`src/rtl/decode_pkg.sv`:
```
// Shared constants and the decoded-bundle type for the RV32I decode stage.
// Field encodings match the id_* outputs of decode_stage.
package decode_pkg;

  localparam logic [6:0] OPC_LUI      = 7'b0110111;
  localparam logic [6:0] OPC_AUIPC    = 7'b0010111;
  localparam logic [6:0] OPC_JAL      = 7'b1101111;
  localparam logic [6:0] OPC_JALR     = 7'b1100111;
  localparam logic [6:0] OPC_BRANCH   = 7'b1100011;
  localparam logic [6:0] OPC_LOAD     = 7'b0000011;
  localparam logic [6:0] OPC_STORE    = 7'b0100011;
  localparam logic [6:0] OPC_OP_IMM   = 7'b0010011;
  localparam logic [6:0] OPC_OP       = 7'b0110011;
  localparam logic [6:0] OPC_MISC_MEM = 7'b0001111;
  localparam logic [6:0] OPC_SYSTEM   = 7'b1110011;

  localparam logic [2:0] IMM_I  = 3'b000;
  localparam logic [2:0] IMM_S  = 3'b001;
  localparam logic [2:0] IMM_B  = 3'b010;
  localparam logic [2:0] IMM_U  = 3'b011;
  localparam logic [2:0] IMM_J  = 3'b100;
  localparam logic [2:0] IMM_C  = 3'b101;
  localparam logic [2:0] IMM_SH = 3'b110;

  localparam logic [1:0] SEL_REG  = 2'b00;
  localparam logic [1:0] SEL_IMM  = 2'b01;
  localparam logic [1:0] SEL_PC   = 2'b10;
  localparam logic [1:0] SEL_ZERO = 2'b11;

  localparam logic [3:0] ALU_ADD  = 4'b0000;
  localparam logic [3:0] ALU_SUB  = 4'b1000;
  localparam logic [3:0] ALU_SLL  = 4'b0001;
  localparam logic [3:0] ALU_SLT  = 4'b0010;
  localparam logic [3:0] ALU_SLTU = 4'b0011;
  localparam logic [3:0] ALU_XOR  = 4'b0100;
  localparam logic [3:0] ALU_SRL  = 4'b0101;
  localparam logic [3:0] ALU_SRA  = 4'b1101;
  localparam logic [3:0] ALU_OR   = 4'b0110;
  localparam logic [3:0] ALU_AND  = 4'b0111;

  localparam int CTRL_LUI      = 0;
  localparam int CTRL_AUIPC    = 1;
  localparam int CTRL_JAL      = 2;
  localparam int CTRL_JALR     = 3;
  localparam int CTRL_BRANCH   = 4;
  localparam int CTRL_MEM      = 5;
  localparam int CTRL_WE_MEM   = 6;
  localparam int CTRL_MISC_MEM = 7;
  localparam int CTRL_SYSTEM   = 8;
  localparam int CTRL_W        = 9;

  localparam logic [6:0] F7_ZERO   = 7'b0000000;
  localparam logic [6:0] F7_ALT    = 7'b0100000;
  localparam logic [6:0] F7_MULDIV = 7'b0000001;

  typedef struct packed {
    logic [2:0]        funct3;
    logic [4:0]        rs1;
    logic [4:0]        rs2;
    logic [4:0]        rd;
    logic [11:0]       csr_addr;
    logic [2:0]        imm_op;
    logic [1:0]        sel_a;
    logic [1:0]        sel_b;
    logic [3:0]        alu_op;
    logic [CTRL_W-1:0] ctrl;
    logic              muldiv;
    logic              illegal;
  } decode_bundle_t;

endpackage

```
`src/rtl/decode_stage_if.sv`:
```
// Fetch-side and execute-side signals of decode_stage. Transfer on either side
// happens when valid && ready at a rising edge; a valid bundle stays stable until taken.
interface decode_stage_if #(
  parameter int PC_W          = 32,
  parameter int ALU_OP_W      = 4,
  parameter int ILLEGAL_CNT_W = 16
);
  logic                     if_valid_i;
  logic                     if_ready_o;
  logic [31:0]              if_instr_i;
  logic [PC_W-1:0]          if_pc_i;
  logic                     id_valid_o;
  logic                     id_ready_i;
  logic [PC_W-1:0]          id_pc_o;
  logic [2:0]               id_funct3_o;
  logic [4:0]               id_rs1_o;
  logic [4:0]               id_rs2_o;
  logic [4:0]               id_rd_o;
  logic [11:0]              id_csr_addr_o;
  logic [2:0]               id_imm_op_o;
  logic [1:0]               id_sel_a_o;
  logic [1:0]               id_sel_b_o;
  logic [ALU_OP_W-1:0]      id_alu_op_o;
  logic [8:0]               id_ctrl_o;
  logic                     id_muldiv_o;
  logic                     id_illegal_o;
  logic [ILLEGAL_CNT_W-1:0] illegal_cnt_o;

  // master: the pipeline around the stage (fetch + execute)
  modport master (
    output if_valid_i, if_instr_i, if_pc_i, id_ready_i,
    input  if_ready_o, id_valid_o, id_pc_o, id_funct3_o, id_rs1_o, id_rs2_o, id_rd_o,
           id_csr_addr_o, id_imm_op_o, id_sel_a_o, id_sel_b_o, id_alu_op_o, id_ctrl_o,
           id_muldiv_o, id_illegal_o, illegal_cnt_o
  );

  modport slave (
    input  if_valid_i, if_instr_i, if_pc_i, id_ready_i,
    output if_ready_o, id_valid_o, id_pc_o, id_funct3_o, id_rs1_o, id_rs2_o, id_rd_o,
           id_csr_addr_o, id_imm_op_o, id_sel_a_o, id_sel_b_o, id_alu_op_o, id_ctrl_o,
           id_muldiv_o, id_illegal_o, illegal_cnt_o
  );
endinterface

```
`src/rtl/decode_comb.sv`:
```
// Pure combinational RV32I decoder: instruction word -> decoded bundle with legality.
// RV32M register-register ops are accepted only when DECODE_MEXT_EN is defined.
module decode_comb
  import decode_pkg::*;
(
  input  logic [31:0]    instr,
  output decode_bundle_t bundle
);

  logic [6:0]        opcode;
  logic [2:0]        f3;
  logic [6:0]        f7;
  logic              is_shift;
  logic              illegal;
  logic              op_ok;
  logic [CTRL_W-1:0] ctrl;
  logic [2:0]        imm_op;
  logic [1:0]        sel_a;
  logic [1:0]        sel_b;
  logic [3:0]        alu_op;
  logic              muldiv;

  assign opcode   = instr[6:0];
  assign f3       = instr[14:12];
  assign f7       = instr[31:25];
  assign is_shift = (f3 == 3'b001) || (f3 == 3'b101);

  always_comb begin
    ctrl    = '0;
    imm_op  = IMM_I;
    sel_a   = SEL_REG;
    sel_b   = SEL_REG;
    alu_op  = ALU_ADD;
    muldiv  = 1'b0;
    illegal = 1'b0;
    op_ok   = 1'b0;
    unique case (opcode)
      OPC_LUI: begin
        ctrl[CTRL_LUI] = 1'b1; sel_a = SEL_IMM; sel_b = SEL_ZERO; imm_op = IMM_U;
      end
      OPC_AUIPC: begin
        ctrl[CTRL_AUIPC] = 1'b1; sel_a = SEL_PC; sel_b = SEL_IMM; imm_op = IMM_U;
      end
      OPC_JAL: begin
        ctrl[CTRL_JAL] = 1'b1; sel_a = SEL_PC; sel_b = SEL_IMM; imm_op = IMM_J;
      end
      OPC_JALR: begin
        ctrl[CTRL_JALR] = 1'b1; sel_b = SEL_IMM;
        illegal = (f3 != 3'b000);
      end
      OPC_BRANCH: begin
        ctrl[CTRL_BRANCH] = 1'b1; imm_op = IMM_B;
        illegal = (f3 == 3'b010) || (f3 == 3'b011);
      end
      OPC_LOAD: begin
        ctrl[CTRL_MEM] = 1'b1; sel_b = SEL_IMM;
        illegal = (f3 == 3'b011) || (f3 == 3'b110) || (f3 == 3'b111);
      end
      OPC_STORE: begin
        ctrl[CTRL_MEM] = 1'b1; ctrl[CTRL_WE_MEM] = 1'b1; sel_b = SEL_IMM; imm_op = IMM_S;
        illegal = (f3 >= 3'b011);
      end
      OPC_OP_IMM: begin
        sel_b = SEL_IMM;
        if (is_shift) begin
          imm_op  = IMM_SH;
          alu_op  = {instr[30], f3};
          illegal = !((f7 == F7_ZERO) || (f7 == F7_ALT && f3 == 3'b101));
        end else begin
          alu_op = {1'b0, f3};
        end
      end
      OPC_OP: begin
        alu_op = {instr[30], f3};
        op_ok  = (f7 == F7_ZERO) || (f7 == F7_ALT && (f3 == 3'b000 || f3 == 3'b101));
`ifdef DECODE_MEXT_EN
        if (f7 == F7_MULDIV) begin
          op_ok  = 1'b1;
          muldiv = 1'b1;
          alu_op = {1'b0, f3};
        end
`endif
        illegal = !op_ok;
      end
      OPC_MISC_MEM: ctrl[CTRL_MISC_MEM] = 1'b1;
      OPC_SYSTEM: begin
        ctrl[CTRL_SYSTEM] = 1'b1; imm_op = IMM_C;
        sel_a = f3[2] ? SEL_IMM : SEL_REG;
      end
      default: illegal = 1'b1;
    endcase
    if (instr[1:0] != 2'b11) illegal = 1'b1;
    // Illegal bundles still flow downstream but must not trigger any side effect.
    if (illegal) begin
      ctrl   = '0;
      imm_op = '0;
      sel_a  = '0;
      sel_b  = '0;
      alu_op = '0;
      muldiv = 1'b0;
    end
  end

  always_comb begin
    bundle          = '0;
    bundle.funct3   = f3;
    bundle.rs1      = instr[19:15];
    bundle.rs2      = instr[24:20];
    bundle.rd       = instr[11:7];
    bundle.csr_addr = instr[31:20];
    bundle.imm_op   = imm_op;
    bundle.sel_a    = sel_a;
    bundle.sel_b    = sel_b;
    bundle.alu_op   = alu_op;
    bundle.ctrl     = ctrl;
    bundle.muldiv   = muldiv;
    bundle.illegal  = illegal;
  end

endmodule

```
`src/rtl/decode_stage.sv`:
```
// Registered RV32I decode stage: output register plus one skid entry, flush, and a
// saturating illegal-instruction counter. Optional RV32M decode via DECODE_MEXT_EN.
module decode_stage
  import decode_pkg::*;
#(
  parameter int PC_W          = 32,
  parameter int ALU_OP_W      = 4,
  parameter int ILLEGAL_CNT_W = 16
) (
  input  logic           clk_i,
  input  logic           rst_i,
  input  logic           flush_i,
  decode_stage_if.slave  bus
);

  decode_bundle_t           dec;
  decode_bundle_t           out_q;
  decode_bundle_t           skid_q;
  logic [PC_W-1:0]          out_pc_q;
  logic [PC_W-1:0]          skid_pc_q;
  logic                     out_valid_q;
  logic                     skid_valid_q;
  logic [ILLEGAL_CNT_W-1:0] cnt_q;
  logic                     accept;
  logic                     out_fire;
  logic                     out_free;

  decode_comb u_comb (
    .instr  (bus.if_instr_i),
    .bundle (dec)
  );

  // Ready depends only on the registered skid flag, never on id_ready_i.
  assign bus.if_ready_o = !skid_valid_q && !rst_i;
  assign accept         = bus.if_valid_i && bus.if_ready_o && !flush_i;
  assign out_fire       = out_valid_q && bus.id_ready_i;
  assign out_free       = !out_valid_q || bus.id_ready_i;

  always_ff @(posedge clk_i) begin
    if (rst_i) begin
      out_valid_q  <= 1'b0;
      skid_valid_q <= 1'b0;
      out_q        <= '0;
      skid_q       <= '0;
      out_pc_q     <= '0;
      skid_pc_q    <= '0;
    end else if (flush_i) begin
      out_valid_q  <= 1'b0;
      skid_valid_q <= 1'b0;
    end else if (out_free) begin
      // Skid can only be full while if_ready_o is low, so accept and skid never collide.
      if (skid_valid_q) begin
        out_q        <= skid_q;
        out_pc_q     <= skid_pc_q;
        out_valid_q  <= 1'b1;
        skid_valid_q <= 1'b0;
      end else if (accept) begin
        out_q       <= dec;
        out_pc_q    <= bus.if_pc_i;
        out_valid_q <= 1'b1;
      end else begin
        out_valid_q <= 1'b0;
      end
    end else if (accept) begin
      skid_q       <= dec;
      skid_pc_q    <= bus.if_pc_i;
      skid_valid_q <= 1'b1;
    end
  end

  always_ff @(posedge clk_i) begin
    if (rst_i) begin
      cnt_q <= '0;
    end else if (out_fire && out_q.illegal && (cnt_q != {ILLEGAL_CNT_W{1'b1}})) begin
      cnt_q <= cnt_q + 1'b1;
    end
  end

  assign bus.id_valid_o    = out_valid_q;
  assign bus.id_pc_o       = out_pc_q;
  assign bus.id_funct3_o   = out_q.funct3;
  assign bus.id_rs1_o      = out_q.rs1;
  assign bus.id_rs2_o      = out_q.rs2;
  assign bus.id_rd_o       = out_q.rd;
  assign bus.id_csr_addr_o = out_q.csr_addr;
  assign bus.id_imm_op_o   = out_q.imm_op;
  assign bus.id_sel_a_o    = out_q.sel_a;
  assign bus.id_sel_b_o    = out_q.sel_b;
  assign bus.id_alu_op_o   = ALU_OP_W'(out_q.alu_op);
  assign bus.id_ctrl_o     = out_q.ctrl;
  assign bus.id_illegal_o  = out_q.illegal;
  assign bus.illegal_cnt_o = cnt_q;
`ifdef DECODE_MEXT_EN
  assign bus.id_muldiv_o   = out_q.muldiv;
`else
  assign bus.id_muldiv_o   = 1'b0;
`endif

endmodule

```
`src/flat_wrapper.sv`:
```
// flat-port wrapper written by rule: the top's interface ports become plain ports
module decode_stage_flat import decode_pkg::*;
#(
  parameter int PC_W          = 32,
  parameter int ALU_OP_W      = 4,
  parameter int ILLEGAL_CNT_W = 16
)
  (clk_i, rst_i, flush_i, bus_if_valid_i, bus_if_instr_i, bus_if_pc_i, bus_id_ready_i, bus_if_ready_o, bus_id_valid_o, bus_id_pc_o, bus_id_funct3_o, bus_id_rs1_o, bus_id_rs2_o, bus_id_rd_o, bus_id_csr_addr_o, bus_id_imm_op_o, bus_id_sel_a_o, bus_id_sel_b_o, bus_id_alu_op_o, bus_id_ctrl_o, bus_id_muldiv_o, bus_id_illegal_o, bus_illegal_cnt_o);
  decode_stage_if #(.PC_W(PC_W), .ALU_OP_W(ALU_OP_W), .ILLEGAL_CNT_W(ILLEGAL_CNT_W)) bus_i ();
  input  logic clk_i;
  input  logic rst_i;
  input  logic flush_i;
  input wire logic [$bits(bus_i.if_valid_i)-1:0] bus_if_valid_i;
  input wire logic [$bits(bus_i.if_instr_i)-1:0] bus_if_instr_i;
  input wire logic [$bits(bus_i.if_pc_i)-1:0] bus_if_pc_i;
  input wire logic [$bits(bus_i.id_ready_i)-1:0] bus_id_ready_i;
  output wire logic [$bits(bus_i.if_ready_o)-1:0] bus_if_ready_o;
  output wire logic [$bits(bus_i.id_valid_o)-1:0] bus_id_valid_o;
  output wire logic [$bits(bus_i.id_pc_o)-1:0] bus_id_pc_o;
  output wire logic [$bits(bus_i.id_funct3_o)-1:0] bus_id_funct3_o;
  output wire logic [$bits(bus_i.id_rs1_o)-1:0] bus_id_rs1_o;
  output wire logic [$bits(bus_i.id_rs2_o)-1:0] bus_id_rs2_o;
  output wire logic [$bits(bus_i.id_rd_o)-1:0] bus_id_rd_o;
  output wire logic [$bits(bus_i.id_csr_addr_o)-1:0] bus_id_csr_addr_o;
  output wire logic [$bits(bus_i.id_imm_op_o)-1:0] bus_id_imm_op_o;
  output wire logic [$bits(bus_i.id_sel_a_o)-1:0] bus_id_sel_a_o;
  output wire logic [$bits(bus_i.id_sel_b_o)-1:0] bus_id_sel_b_o;
  output wire logic [$bits(bus_i.id_alu_op_o)-1:0] bus_id_alu_op_o;
  output wire logic [$bits(bus_i.id_ctrl_o)-1:0] bus_id_ctrl_o;
  output wire logic [$bits(bus_i.id_muldiv_o)-1:0] bus_id_muldiv_o;
  output wire logic [$bits(bus_i.id_illegal_o)-1:0] bus_id_illegal_o;
  output wire logic [$bits(bus_i.illegal_cnt_o)-1:0] bus_illegal_cnt_o;
  assign bus_i.if_valid_i = bus_if_valid_i;
  assign bus_i.if_instr_i = bus_if_instr_i;
  assign bus_i.if_pc_i = bus_if_pc_i;
  assign bus_i.id_ready_i = bus_id_ready_i;
  assign bus_if_ready_o = bus_i.if_ready_o;
  assign bus_id_valid_o = bus_i.id_valid_o;
  assign bus_id_pc_o = bus_i.id_pc_o;
  assign bus_id_funct3_o = bus_i.id_funct3_o;
  assign bus_id_rs1_o = bus_i.id_rs1_o;
  assign bus_id_rs2_o = bus_i.id_rs2_o;
  assign bus_id_rd_o = bus_i.id_rd_o;
  assign bus_id_csr_addr_o = bus_i.id_csr_addr_o;
  assign bus_id_imm_op_o = bus_i.id_imm_op_o;
  assign bus_id_sel_a_o = bus_i.id_sel_a_o;
  assign bus_id_sel_b_o = bus_i.id_sel_b_o;
  assign bus_id_alu_op_o = bus_i.id_alu_op_o;
  assign bus_id_ctrl_o = bus_i.id_ctrl_o;
  assign bus_id_muldiv_o = bus_i.id_muldiv_o;
  assign bus_id_illegal_o = bus_i.id_illegal_o;
  assign bus_illegal_cnt_o = bus_i.illegal_cnt_o;
  decode_stage #(.PC_W(PC_W), .ALU_OP_W(ALU_OP_W), .ILLEGAL_CNT_W(ILLEGAL_CNT_W)) u_core (.clk_i(clk_i), .rst_i(rst_i), .flush_i(flush_i), .bus(bus_i));
endmodule
```
`config.mk`:
```
export PLATFORM = sky130hd
export DESIGN_NAME = decode_stage_flat
export DESIGN_NICKNAME = d
export VERILOG_FILES = /design/src/rtl/decode_pkg.sv /design/src/rtl/decode_stage_if.sv /design/src/rtl/decode_comb.sv /design/src/rtl/decode_stage.sv /design/src/flat_wrapper.sv
export SDC_FILE = /design/constraint.sdc
export NUM_CORES = 1
export LEC_CHECK = 0
export BUFFER_PORTS_ARGS = -buffer_cell sky130_fd_sc_hd__buf_2
export CAP_MARGIN = 0
export CORE_MARGIN = 10
export CORE_UTILIZATION = 54
export DETAILED_ROUTE_END_ITERATION = 16
export GPL_TIMING_DRIVEN = 0
export PLACE_DENSITY = 0.76
export SLEW_MARGIN = 20
export SYNTH_ARGS = -nofsm -noshare
export SYNTH_HDL_FRONTEND = slang
export SYNTH_SLANG_ARGS = --single-unit
```
`constraint.sdc`:
```
create_clock -name clk_i -period 2 [get_ports clk_i]
set_clock_uncertainty 0.05 [all_clocks]
set_input_delay 0 -clock clk_i [delete_from_list [all_inputs] [get_ports clk_i]]
set_output_delay 0 -clock clk_i [all_outputs]
set_load 0.005 [all_outputs]
```
Word-level counts from Yosys, hierarchy flattened. Cells that the tools add are included.

Add/sub/neg operators: 1. Order comparisons: 1. Equal/unequal tests: 20. Muxes and demuxes: 30. Bitwise operators: 2. Reductions and logical operators: 35.

Operators by type and width (number): 52-bit 2-to-1 mux (2); 32-bit 2-to-1 mux (2); 7-bit by 6-bit == test with 1-bit output (second input constant) (4); 7-bit == test (second input constant) (4); 3-bit case mux with 6 select lines (1); 16-bit by 1-bit adder with 16-bit output (second input constant) (1); 16-bit != test (second input constant) (1); 7-bit by 5-bit == test with 1-bit output (second input constant) (2); 1-bit 2-to-1 mux (14); 3-bit == test (second input constant) (3); 9-bit 2-to-1 mux (1); 1-bit logical AND (8); 1-bit logical OR (8); 4-bit 2-to-1 mux (2); 4-bit case mux with 2 select lines (1); 2-bit OR reduction (4); 7-bit by 2-bit == test with 1-bit output (second input constant) (1); 7-bit by 4-bit == test with 1-bit output (second input constant) (1); 7-bit logical NOT (1); 1-bit case mux with 7 select lines (1); 3-bit by 2-bit == test with 1-bit output (second input constant) (2); 1-bit logical NOT (6); 3-bit 2-to-1 mux (2); 2-bit case mux with 3 select lines (1); other kinds (13) (16).

Register bits after elaboration: 184. Input port bits: 69. Word-level logic and storage cells: 116.

Longest topological paths before layout. Gate-level depths: netlist (run 1).

Depth after elaboration: 10. Depth in mapped cells: 8. Mapped depth without buffers: 6.

By module. From an unflattened synthesis (run 1), not the netlist that was laid out.

Cell total of the unflattened synthesis: 975. Area total of the unflattened synthesis: 8523.2 um^2.

Modules (own cells, without submodules): decode_stage (instances 1, cells an instance 846, area each 7708.6 um^2, seq. area each 3683.5 um^2); decode_comb (instances 1, cells an instance 129, area each 814.5 um^2, seq. area each 0.0 um^2).

Worst setup path before layout (run 1). No wires, ideal clock.

Path kind: register to register. Start point: reg u_core.cnt_q[6] (netlist: u_core.bus.illegal_cnt_o[6]). End point: reg u_core.cnt_q[7] (netlist: u_core.bus.illegal_cnt_o[7]). Arrival: 1.671 ns. Data required time: 1.822 ns. Setup slack: 0.152 ns. Cell stages (with the launch flop): 8. Path buffers: 1. Period minus slack after synthesis: 1.848 ns. Cell sequence: dfxtp_1 > and4_1 > nand3_1 > o31ai_2 > buf_2 > nor3_1 > xnor2_1 > nor2_1.

Word-level cells in the longest chain between the ends: 2. Elaborated cells between the ends (all ways): 3. Those cells by class: add/sub (1); eq/ne (1); reduce/logical (1).

Ends and longest elaborated chain: start, declared (line decode_stage.sv:23) `logic [ILLEGAL_CNT_W-1:0] cnt_q;`; start signal, assigned (line decode_stage.sv:75) `cnt_q <= cnt_q + 1'b1;`; parallel branches: the longest is 2 deep, another holds 16-bit by 1-bit adder with 16-bit output.

Several ways; the timed one is not identified. A chain may end at the register's enable or synchronous reset.

Worst setup path after layout (run 1).
Start point: in bus_if_instr_i[3]. End point: reg u_core.out_q, in the netlist u_core.bus.id_sel_a_o[0].

Word-level cells in the longest chain between the ends: 7. Elaborated cells between the ends (all ways): 19. Those cells by class: eq/ne (11); mux (6); reduce/logical (2).

Ends and longest elaborated chain: start, declared (line flat_wrapper.sv:14) `input wire logic [$bits(bus_i.if_instr_i)-1:0] bus_if_instr_i;`; 7-bit == test, or another cell as far along (line decode_comb.sv:37) `unique case (opcode)`; 5-bit OR reduction (no line); 1-bit case mux with 7 select lines (line decode_comb.sv:37); 1-bit 2-to-1 mux (line decode_comb.sv:92) `if (instr[1:0] != 2'b11) illegal = 1'b1;`; 2-bit 2-to-1 mux (*) (line decode_comb.sv:94) `if (illegal) begin`; 52-bit 2-to-1 mux (*) (line decode_stage.sv:57) `end else if (accept) begin`; 52-bit 2-to-1 mux (*) (line decode_stage.sv:52) `if (skid_valid_q) begin`; end signal, assigned (line decode_stage.sv:53) `out_q <= skid_q;`; end, declared (line decode_stage.sv:17) `decode_bundle_t out_q;`.

Every way passes the cells marked *; elsewhere a longest branch is shown, timed or not. The select of a mux whose other input is x is not followed.

==> results of run 1 <==
-- layout by cell type, fill, tap and decap left out, drive strengths merged, types with 3 or more instances in the layout --
master,count
nand2,145
buf,203
nor3,10
o31ai,3
and3,4
xnor2,12
dfxtp,172
nand3,18
a311oi,4
clkbuf,67
o21ai,27
inv,6
clkinv,3
nand4b,3
a211oi,65
a32o,3
nor4,9
a21oi,80
dlygate4sd3,65
xor2,3
nand3b,7
a221oi,3
nor2b,4
or3,3
nor2,108
mux2i,61
-- through the flow --
stage                     total power [mW]  std cells  instance area (µm²)
after floorplan                       3.96        858                 7290
after global placement                4.24       1199                 8330
after detailed placement              4.25       1199                 8330
after CTS                             7.54       1296                 9600
after global routing                  7.79       1297                 9670
final                                 7.53       1297                 9670
-- critical path: stages --
cell,delay (ps)
dlygate4sd3_1,560
buf_6,150
nand3b_4,200
nor4_1,800
a21oi_1,210
o211ai_1,250
o21ai_0,120
nor2_1,90
-- flip-flops by register name (all words and copies together) (netlist names), 2 cells and up --
name and count:
u_core.skid_q 45, u_core.bus.id_pc_o 32, u_core.skid_pc_q 32, u_core.bus.illegal_cnt_o 16
u_core.bus.id_csr_addr_o 12, u_core.bus.id_ctrl_o 9, u_core.bus.id_rd_o 5, u_core.bus.id_rs1_o 5
u_core.bus.id_alu_op_o 4, u_core.bus.id_funct3_o 3, u_core.bus.id_imm_op_o 3, u_core.bus.id_sel_a_o 2
-- per-layer routing --
layer | up-vias | GRT usage
met3 | 34 | 0.0697
li1 | 3482 | -
met4 | 0 | 0.0722
met5 | - | 0
met2 | 236 | 0.415
met1 | 3387 | 0.282
-- cells by family (layout without fill, tap and decap cells) --
kind of cell	Yosys count	after routing	share of synthesized area
AND/OR/NAND/NOR	325	325	0.198
AO/OA/AOI/OAI	198	198	0.172
flip-flops	172	172	0.472
buffers and inverters	85	347	0.0530
multiplexers	61	61	0.0838
XOR/XNOR	15	15	0.0180
adder cells (fa/ha/maj)	1	1	0.00172
other	1	2	0.000515
-- cell type report --
type                    count  area share
inverters                   6     0.00233
well taps                 176      0.0228
plain buffers              76      0.0401
clock inverters             6     0.00893
repair buffers            234       0.156
clock buffers              25      0.0502
flip-flops and latches    172       0.357
diodes                      1    0.000259
multi-input cells         601       0.363
-- worst max-delay path by stage --
| stage | startpoint | endpoint | cells after the start | slack [ps] |
|---|---|---|---|---|
| final | bus_if_instr_i[3] | u_core.bus.id_sel_a_o[0] | 8 | -60 |
| after global routing | bus_if_instr_i[3] | u_core.bus.id_ctrl_o[6] | 8 | -160 |
| after CTS | bus_if_instr_i[3] | u_core.bus.id_imm_op_o[2] | 8 | 10 |
| after detailed placement | u_core.skid_valid_q | u_core.bus.id_rs1_o[3] | 6 | -520 |
| after global placement | u_core.skid_valid_q | u_core.bus.id_pc_o[8] | 6 | -460 |
| after floorplan | u_core.bus.illegal_cnt_o[6] | u_core.bus.illegal_cnt_o[7] | 7 | 150 |
-- power groups by stage --
stage / Sequential (mW) / Clock, mW / Combinational [mW]
floorplan: 3.64 / 0 / 0.321
global placement: 3.64 / 0 / 0.602
detailed placement: 3.64 / 0 / 0.611
CTS: 3.56 / 3.25 / 0.720
global route: 3.57 / 3.41 / 0.809
finish: 3.57 / 3.23 / 0.734
-- timing repair --
| item | 4_1_cts | 5_1_grt |
|---|---|---|
| setup buffers | 2 | 2 |
| pin swaps | 1 | 4 |
| endpoints found under the setup margin | 157 | 134 |
| hold endpoints to repair | 125 | 0 |
| hold buffers | 65 | 0 |
| resized for setup | 19 | 19 |
==> run summary, run 1 <==
• failing checks: negative setup slack
• remaining global-route overflow: 0
• areal power density over the cells: 779 nW/µm²
• WP data required: 2320 ps
• final weighted congestion in routability-driven placement: 0.962
• Leak: 3.73 nW
• launching element type of the critical path: primary input
• type of the tightest min-delay check: in -> reg
• prevailing post-synth register cell: dfxtp_1
• average via count per standard cell: 5.50
• number of enable flip-flop cells after synthesis: 0
• Clock Tree Root: clkbuf_16
• DP Wirelength: 15200 µm
• Yosys warnings: 0
• Netlist cell types: 55
• via count: 7139
• count of routing violations after the opening detailed-route iteration: 511
• Num CTS Buffers: 17
• number of antenna violations at the first check in global routing: 1
• Worst Reg2Reg Path Length in Cells: 7
• kind of critical path: in -> reg
• unrepaired setup endpoints after global routing: yes
• post-layout min period: 2060 ps
• Filler cells: 1070
• cell types with the highest counts after synthesis: 172 x dfxtp_1, 145 x nand2_1, 108 x nor2_1, 80 x a21oi_1, 65 x a211oi_1
• wire length after detailed routing: 22600 µm
• post-route setup TNS: -85.7 ps
• library cell with the highest instance count after synthesis: dfxtp_1
• sequential cell area: 3450 µm²
• Post-Synthesis Net Count: 928
• combined global-route utilization of all metal layers: 0.240
• Hold Crit Endpoint: u_core.skid_q[8]
• sequential power share: 0.473
• Least-Margin Pin Slew: 954 ps
• arrival time worst endpoint: 2380 ps
• TritonCTS clock tree: yes
• origin of the worst min-delay path: bus_if_instr_i[5]
• Die Span X: 136 µm
• internal power: 5.79 mW
• area of the die: 18500 µm²
• reg2reg setup slack: 120 ps
• largest fanout on the critical path: 9
• final setup violating endpoints: 3
• WL met3: 1770 µm
• main area contributors after synthesis: dfxtp_1 47%, mux2i_1 8.4%, nand2_1 7.5%
• maximum buffer depth of the clock tree: 2
• Clk Latency, worst-skew pair: 430 ps
• average routed wire per standard cell: 17.4 µm
• final hold violations: 0
• endpoint kind of the worst setup timing path: flop
• Util after Layout: 0.730
• height of the die: 136 µm
• share of async-settable or async-resettable flops after synthesis: 0
• DR pass1 iterations: 5
• antenna-violating nets left: 0
• clock transition at the registers of the reported paths: 60 ps
• Top-Level Pins: 171
• Net Sw Frac: 0.232
• part of the power in the clock network: 0.429
• top layer used by detailed routing: met4
• result of the run: complete, but fails checks
• Area growth, synth to finish: 32.7%
• reg-to-reg endpoint: u_core.bus.illegal_cnt_o[7]
• Fmax: 485 MHz
• WL met1: 9320 µm
• fraction of final layout cells sized beyond drive strength 1: 0.229
• final net count: 1178
• final setup margin: -61.2 ps
• area used by multi-input combinational logic: 3510 µm²
• met2 wire length: 11100 µm
• DRC errors left: 0
• total standard cell area after synthesis: 7290 µm²
• area fraction of the dominant cell type after synthesis: 0.472
• first-pass GRT wire length: 35900 µm
• PortBufs: 165
• number of core rows: 42
• library cell occupying the most area in the post-synthesis netlist: dfxtp_1
• pin count of the biggest net entering global routing: 17
• vias in the first global route: 7070
• clk sink count: 172
• max-slew violation count: 0
• cell depth of the worst min-delay path: 4
• smallest hold slack: 25.4 ps
• standard cell core area: 13200 µm²
• Max-Cap Viols: 0
• flip-flop and latch count after synthesis: 172
• maximum VDD drop: 0.986 mV
• part of the Yosys area used for sequential elements: 0.472
• count of mapped cells out of synthesis: 858
• Combinational Power Share: 0.097
• Slew headroom: 0.358
• pre-CTS WS: -519 ps
• Net Switching: 1.75 mW
• portion of the clock cycle consumed by the worst path in the final layout: 1.03
• mean cell area of the mapped netlist: 8.49 µm²
• FF-to-FF Start: u_core.bus.illegal_cnt_o[2]
• starting density of the core: 0.550
• H-tree levels: 4
(Power assumes the default switching activity.)
==> run 2, diff against run 1 <==
--- a/config.mk
+++ b/config.mk
@@ -12,6 +12,7 @@
 export DETAILED_ROUTE_END_ITERATION = 16
 export GPL_TIMING_DRIVEN = 0
 export PLACE_DENSITY = 0.76
+export SKIP_LAST_GASP = 1
 export SLEW_MARGIN = 20
 export SYNTH_ARGS = -nofsm -noshare
 export SYNTH_HDL_FRONTEND = slang
==> constraint.sdc (replaced) <==
create_clock -name clk_i -period 1.9 [get_ports clk_i]
set_clock_uncertainty 0.05 [all_clocks]
set_input_delay 0 -clock clk_i [delete_from_list [all_inputs] [get_ports clk_i]]
set_output_delay 0 -clock clk_i [all_outputs]
set_load 0.005 [all_outputs]
==> run summary, run 2 (synthesis results as in run 1) <==
• number of cells in the finished layout apart from fillers: 1297, unchanged
• smallest hold slack: 11.7 ps, was 25.4 ps
• clk sink count: 172, unchanged
• number of antenna violations at the first check in global routing: 1, unchanged
• Fmax: 501 MHz
• grt met2 use: 0.411, was 0.415
• remaining global-route overflow: 0, unchanged
• Global Route met3 Usage: 0.0679, was 0.0697
• reg2reg setup slack: 90 ps, was 120 ps
• final hold violations: 0, unchanged
• max-slew violation count: 0, unchanged
• maximum buffer depth of the clock tree: 2, unchanged
• routing layer with the top usage in global route: met2, unchanged
• final weighted congestion in routability-driven placement: 0.962, unchanged
• reg-to-reg endpoint: u_core.skid_q[12], was u_core.bus.illegal_cnt_o[7]
• FF-to-FF Start: u_core.bus.id_valid_o, was u_core.bus.illegal_cnt_o[2]
• final setup violating endpoints: 5, was 3
• fraction of final layout cells sized beyond drive strength 1: 0.237, was 0.229
• antenna-violating nets left: 0, unchanged
• starting density of the core: 0.550, unchanged
• Hold Crit Endpoint: u_core.skid_q[14], was u_core.skid_q[8]
• maximum VDD drop: 1.04 mV, was 0.986 mV
• WP data required: 2220 ps, was 2320 ps
• failing checks: negative setup slack, unchanged
• Area growth, synth to finish: 33.0%, was 32.7%
• combined global-route utilization of all metal layers: 0.239, was 0.240
• DR pass1 iterations: 5, unchanged
• Die Span X: 136 µm, unchanged
• sequential cell area: 3450 µm², about the same
• wire length after detailed routing: 22600 µm, about the same
• via count: 7148, was 7139
• areal power density over the cells: 818 nW/µm², was 779 nW/µm²
• Clk Latency, worst-skew pair: 430 ps, about the same
• average routed wire per standard cell: 17.4 µm, about the same
• Filler cells: 1060, was 1070
• Slew headroom: 0.338, was 0.358
• pin count of the biggest net entering global routing: 17, unchanged
• DRC errors left: 0, unchanged
• vias in the first global route: 7021, was 7070
• kind of critical path: in -> reg, unchanged
• Biggest register: u_core.skid_q, unchanged
• Max-Cap Viols: 0, unchanged
• most common cell after layout, fill and taps aside: buf_2, unchanged
• pre-CTS WS: -619 ps, was -519 ps
• clock transition at the registers of the reported paths: 60 ps, about the same
• Util after Layout: 0.732, was 0.730
• area used by multi-input combinational logic: 3520 µm², was 3510 µm²
• H-tree levels: 4, unchanged
• Critical Path Slowest Stage Cell: nor4_1, unchanged
• highest-count cells in the layout ignoring fill and taps: 184 x buf_2, 167 x dfxtp_1, 144 x nand2_1, was 182 x buf_2, 168 x dfxtp_1, 145 x nand2_1
• number of flip-flops in the largest register: 45, unchanged
• largest fanout on the critical path: 7, was 9
• endpoint kind of the worst setup timing path: flop, unchanged
• Num CTS Buffers: 17, unchanged
• launching element type of the critical path: primary input, unchanged
• Least-Margin Pin Slew: 984 ps, was 954 ps
• Top-Level Pins: 171, unchanged
• result of the run: complete, but fails checks, unchanged
• Clock Tree Root: clkbuf_16, unchanged
• area of the die: 18500 µm², unchanged
• Worst Reg2Reg Path Length in Cells: 6, was 7
• TritonCTS clock tree: yes, unchanged
• Critical Path, Cell by Cell: dlygate4sd3_1 > buf_2 > nand3b_4 > nor4_1 > a21oi_1 > o211ai_1 > o21ai_0 > nor2_1, was dlygate4sd3_1 > buf_6 > nand3b_4 > nor4_1 > a21oi_1 > o211ai_1 > o21ai_0 > nor2_1
• met1 layer usage reported by global route: 0.284, was 0.282
• Leak: 3.78 nW, was 3.73 nW
• number of core rows: 42, unchanged
• final net count: 1178, unchanged
• post-layout min period: 2000 ps
• origin of the worst min-delay path: bus_if_instr_i[2], was bus_if_instr_i[5]
• type of the tightest min-delay check: in -> reg, unchanged
• standard cell core area: 13200 µm², unchanged
• final setup margin: -96.2 ps, was -61.2 ps
• average via count per standard cell: 5.51, was 5.50
• portion of the clock cycle consumed by the worst path in the final layout: 1.05
• height of the die: 136 µm, unchanged
• PortBufs: 165, unchanged
• cell depth of the worst min-delay path: 4, unchanged
• arrival time worst endpoint: 2310 ps, was 2380 ps
• unrepaired setup endpoints after global routing: yes, unchanged
• Power Total: 7.93 mW, was 7.53 mW
• DP Wirelength: 15200 µm, unchanged
• count of routing violations after the opening detailed-route iteration: 527, was 511
• instance count after placement with tap cells included: 1199, unchanged
• slowest stage delay, CP: 820 ps, was 800 ps
• first-pass GRT wire length: 35700 µm, was 35900 µm
run 2: cell types whose count changed in the layout (fill, tap and decap cells not counted), sizes merged:
cell	previous run	this run
buf	203	207
clkbuf	67	63
run 2: critical path, delay by kind of cell:
family / cells / cell delay [ps]
buffers and inverters: 2 / 690
AOI/OAI and AO/OA: 3 / 570
and+or+nand+nor: 3 / 1040
run 2: what timing repair did:
| action | 4_1_cts | 5_1_grt |
|---|---|---|
| gates resized for setup | 31 | 17 |
| pin swaps | 2 | 4 |
| buffers inserted | 3 | 2 |
| hold buffers | 65 | 0 |
| endpoints found under the setup margin | 159 | 159 |
| hold endpoints to repair | 125 | 0 |
run 2: where the power goes:
group / internal (mW) / switching [mW] / total (mW)
sequential: 3.70 / 0.0530 / 3.75
combinational: 0.361 / 0.412 / 0.773
clock: 2.03 / 1.37 / 3.40
run 2: metal layers:
| metal | up-vias | part of all wire |
|---|---|---|
| met1 | 3387 | 0.41 |
| met4 | 0 | 0.018 |
| met5 | - | 0 |
| li1 | 3486 | - |
| met2 | 242 | 0.49 |
| met3 | 33 | 0.079 |
run 2: per-stage QoR:
step | area, µm² | TNS [ps]
3_5_place_dp | 8330 | -53560
3_3_place_gp | 8330 | -47800
6_report | 9690 | -233
5_1_grt | 9690 | -1450
2_1_floorplan | 7290 | 0
4_1_cts | 9630 | -20.9
run 2: cell type report:
type	count	area share
Sequential cell	172	0.356
Timing Repair Buffer	235	0.156
Inverter	6	0.00232
Tap cell	176	0.0227
Antenna cell	1	0.000258
Multi-Input combinational cell	601	0.363
Buffer	75	0.0403
Clock inverter	6	0.00891
Clock buffer	25	0.0501
run 2: worst max path at each step:
stage | start | end | slack [ps] | cells after the start
global route | bus_if_instr_i[0] | u_core.bus.id_ctrl_o[6] | -160 | 8
global placement | u_core.skid_valid_q | u_core.bus.id_pc_o[8] | -560 | 6
CTS | u_core.skid_valid_q | u_core.bus.id_rs1_o[3] | -20 | 8
finish | bus_if_instr_i[0] | u_core.bus.id_sel_a_o[0] | -100 | 8
detailed placement | u_core.skid_valid_q | u_core.bus.id_rs1_o[3] | -620 | 6
floorplan | u_core.bus.illegal_cnt_o[6] | u_core.bus.illegal_cnt_o[7] | 50 | 7
==> run 3, diff against run 2 <==
==> constraint.sdc (replaced) <==
create_clock -name clk_i -period 1.9 [get_ports clk_i]
set_clock_uncertainty 0.05 [all_clocks]
set_input_delay 0.095 -clock clk_i [delete_from_list [all_inputs] [get_ports clk_i]]
set_output_delay 0.095 -clock clk_i [all_outputs]
set_load 0.005 [all_outputs]
==> run summary, run 3 (synthesis results as in run 1) <==
• result of the run: completed, was complete, but fails checks
• Clock Tree Root: clkbuf_16, unchanged
• number of antenna violations at the first check in global routing: 1, unchanged
• clock transition at the registers of the reported paths: 60 ps, about the same
• areal power density over the cells: 821 nW/µm², was 818 nW/µm²
• most common cell after layout, fill and taps aside: buf_2, unchanged
• average via count per standard cell: 5.48, was 5.51
• vias in the first global route: 6942, was 7021
• Area growth, synth to finish: 32.2%, was 33.0%
• DR pass1 iterations: 5, unchanged
• average routed wire per standard cell: 17.3 µm, was 17.4 µm
• Leak: 3.77 nW, was 3.78 nW
• CP top delay family: simple AND/OR/NAND/NOR gates, unchanged
• worst path bufs/invs: 1, was 2
• antenna-violating nets left: 0, unchanged
• count of routing violations after the opening detailed-route iteration: 441, was 527
• number of flip-flops in the largest register: 45, unchanged
• Biggest register: u_core.skid_q, unchanged
• wire length after detailed routing: 22300 µm, was 22600 µm
• arrival time worst endpoint: 2040 ps, was 2310 ps
• final net count: 1175, was 1178
• maximum VDD drop: 1.04 mV, about the same
• Fmax: 559 MHz, was 501 MHz
• maximum buffer depth of the clock tree: 2, unchanged
• final setup margin: 110 ps, was -96.2 ps
• combined global-route utilization of all metal layers: 0.238, was 0.239
• Filler cells: 1071, was 1060
• via count: 7096, was 7148
• remaining global-route overflow: 0, unchanged
• Critical Path Slowest Stage Cell: dfxtp_1, was nor4_1
• endpoint kind of the worst setup timing path: flop, unchanged
• first-pass GRT wire length: 35500 µm, was 35700 µm
• area of the die: 18500 µm², unchanged
• max-slew violation count: 0, unchanged
• PortBufs: 165, unchanged
• portion of the clock cycle consumed by the worst path in the final layout: 0.942, was 1.05
• WP data required: 2150 ps, was 2220 ps
• final setup violating endpoints: 0, was 5
• final weighted congestion in routability-driven placement: 0.962, unchanged
• kind of critical path: reg -> reg, was in -> reg
• slowest stage delay, CP: 420 ps, was 820 ps
• Top-Level Pins: 171, unchanged
• Num CTS Buffers: 17, unchanged
• DRC errors left: 0, unchanged
• pin count of the biggest net entering global routing: 17, unchanged
• pre-CTS WS: -619 ps, unchanged
• Die Span X: 136 µm, unchanged
• DP Wirelength: 15200 µm, unchanged
• Clk Latency, worst-skew pair: 430 ps, about the same
• largest fanout on the critical path: 10, was 7
• post-layout min period: 1790 ps, was 2000 ps
• height of the die: 136 µm, unchanged
• Slew headroom: 0.371, was 0.338
• Least-Margin Pin Slew: 935 ps, was 984 ps
• post-route setup TNS: 0 ps, was -233 ps
• Max-Cap Viols: 0, unchanged
• final hold violations: 0, unchanged
• clk sink count: 172, unchanged
• fraction of final layout cells sized beyond drive strength 1: 0.237, about the same
• TritonCTS clock tree: yes, unchanged
• number of core rows: 42, unchanged
• standard cell core area: 13200 µm², unchanged
• starting density of the core: 0.550, unchanged
• Critical Path, Cell by Cell: and4_4 > nand3_2 > o31ai_4 > buf_4 > nor3_1 > xnor2_1 > nor2_1, was dlygate4sd3_1 > buf_2 > nand3b_4 > nor4_1 > a21oi_1 > o211ai_1 > o21ai_0 > nor2_1
• launching element type of the critical path: flop, was primary input
• H-tree levels: 4, unchanged
• unrepaired setup endpoints after global routing: yes, unchanged
• type of the tightest min-delay check: in -> reg, unchanged
• highest-count cells in the layout ignoring fill and taps: 184 x buf_2, 167 x dfxtp_1, 144 x nand2_1, unchanged
## run 3: cell count changes in the layout (fill, tap and decap cells not counted), moves of 2 or more
cell | before | now
a311oi_2 | 3 | 1
a311oi_1 | 1 | 3
clkbuf_2 | 11 | 13
dlygate4sd3_1 | 65 | 60
## run 3: final timing paths
path | slack (ps) | cells past startpoint | from | endpoint
worst min register to register | 400 | 2 | u_core.skid_pc_q[12] | u_core.skid_pc_q[12]
worst max-delay path | 110 | 7 | u_core.bus.illegal_cnt_o[6] | u_core.bus.illegal_cnt_o[7]
worst min-delay path | 8 | 4 | bus_if_instr_i[3] | u_core.skid_q[6]
worst max register to register | 110 | 7 | u_core.bus.illegal_cnt_o[6] | u_core.bus.illegal_cnt_o[7]
## run 3: layout make-up
class                      instances  area [µm²]  area share
multi-input combinational        601        3500       0.363
buffer                            76         400      0.0415
tap                              176         220      0.0229
clock buffer                      25         485      0.0504
inverter                           6        22.5     0.00234
clock inverter                     6        86.3     0.00896
antenna                            1        2.50    0.000260
timing repair buffer             231        1470       0.153
sequential                       172        3450       0.358
## run 3: timing repair
item	4_1_cts	5_1_grt
pin swaps	2	3
gates resized for setup	32	18
buffers inserted	3	3
endpoints found under the setup margin	159	154
hold endpoints to repair	107	0
hold buffers	60	0
## run 3: per-stage QoR
stage	instance area, µm²	instances	utilization	hold WS (ps)	power, mW
2_1_floorplan	7290	858	-	123	4.17
3_3_place_gp	8330	1199	0.629	274	4.46
3_5_place_dp	8330	1199	0.629	273	4.47
4_1_cts	9590	1291	0.724	1.05	7.93
5_1_grt	9640	1294	0.728	26.5	8.19
6_report	9640	1294	0.728	8.41	7.91
## run 3: per-layer routing
metal | GRT usage | part of all wire
met4 | 0.0728 | 0.018
met3 | 0.0683 | 0.082
met5 | 0 | 0
met1 | 0.285 | 0.41
met2 | 0.405 | 0.49
## run 3: tightest hold or removal path: stages
cell and delay [ps]:
buf_6 110, nor2_1 60, nand2_1 80, o21ai_0 80
## run 3: power breakdown
part	switching (mW)	leakage [nW]	internal [mW]
Clock	1.37	0.277	2.03
Combinational	0.405	2.10	0.355
Sequential	0.0528	1.40	3.70
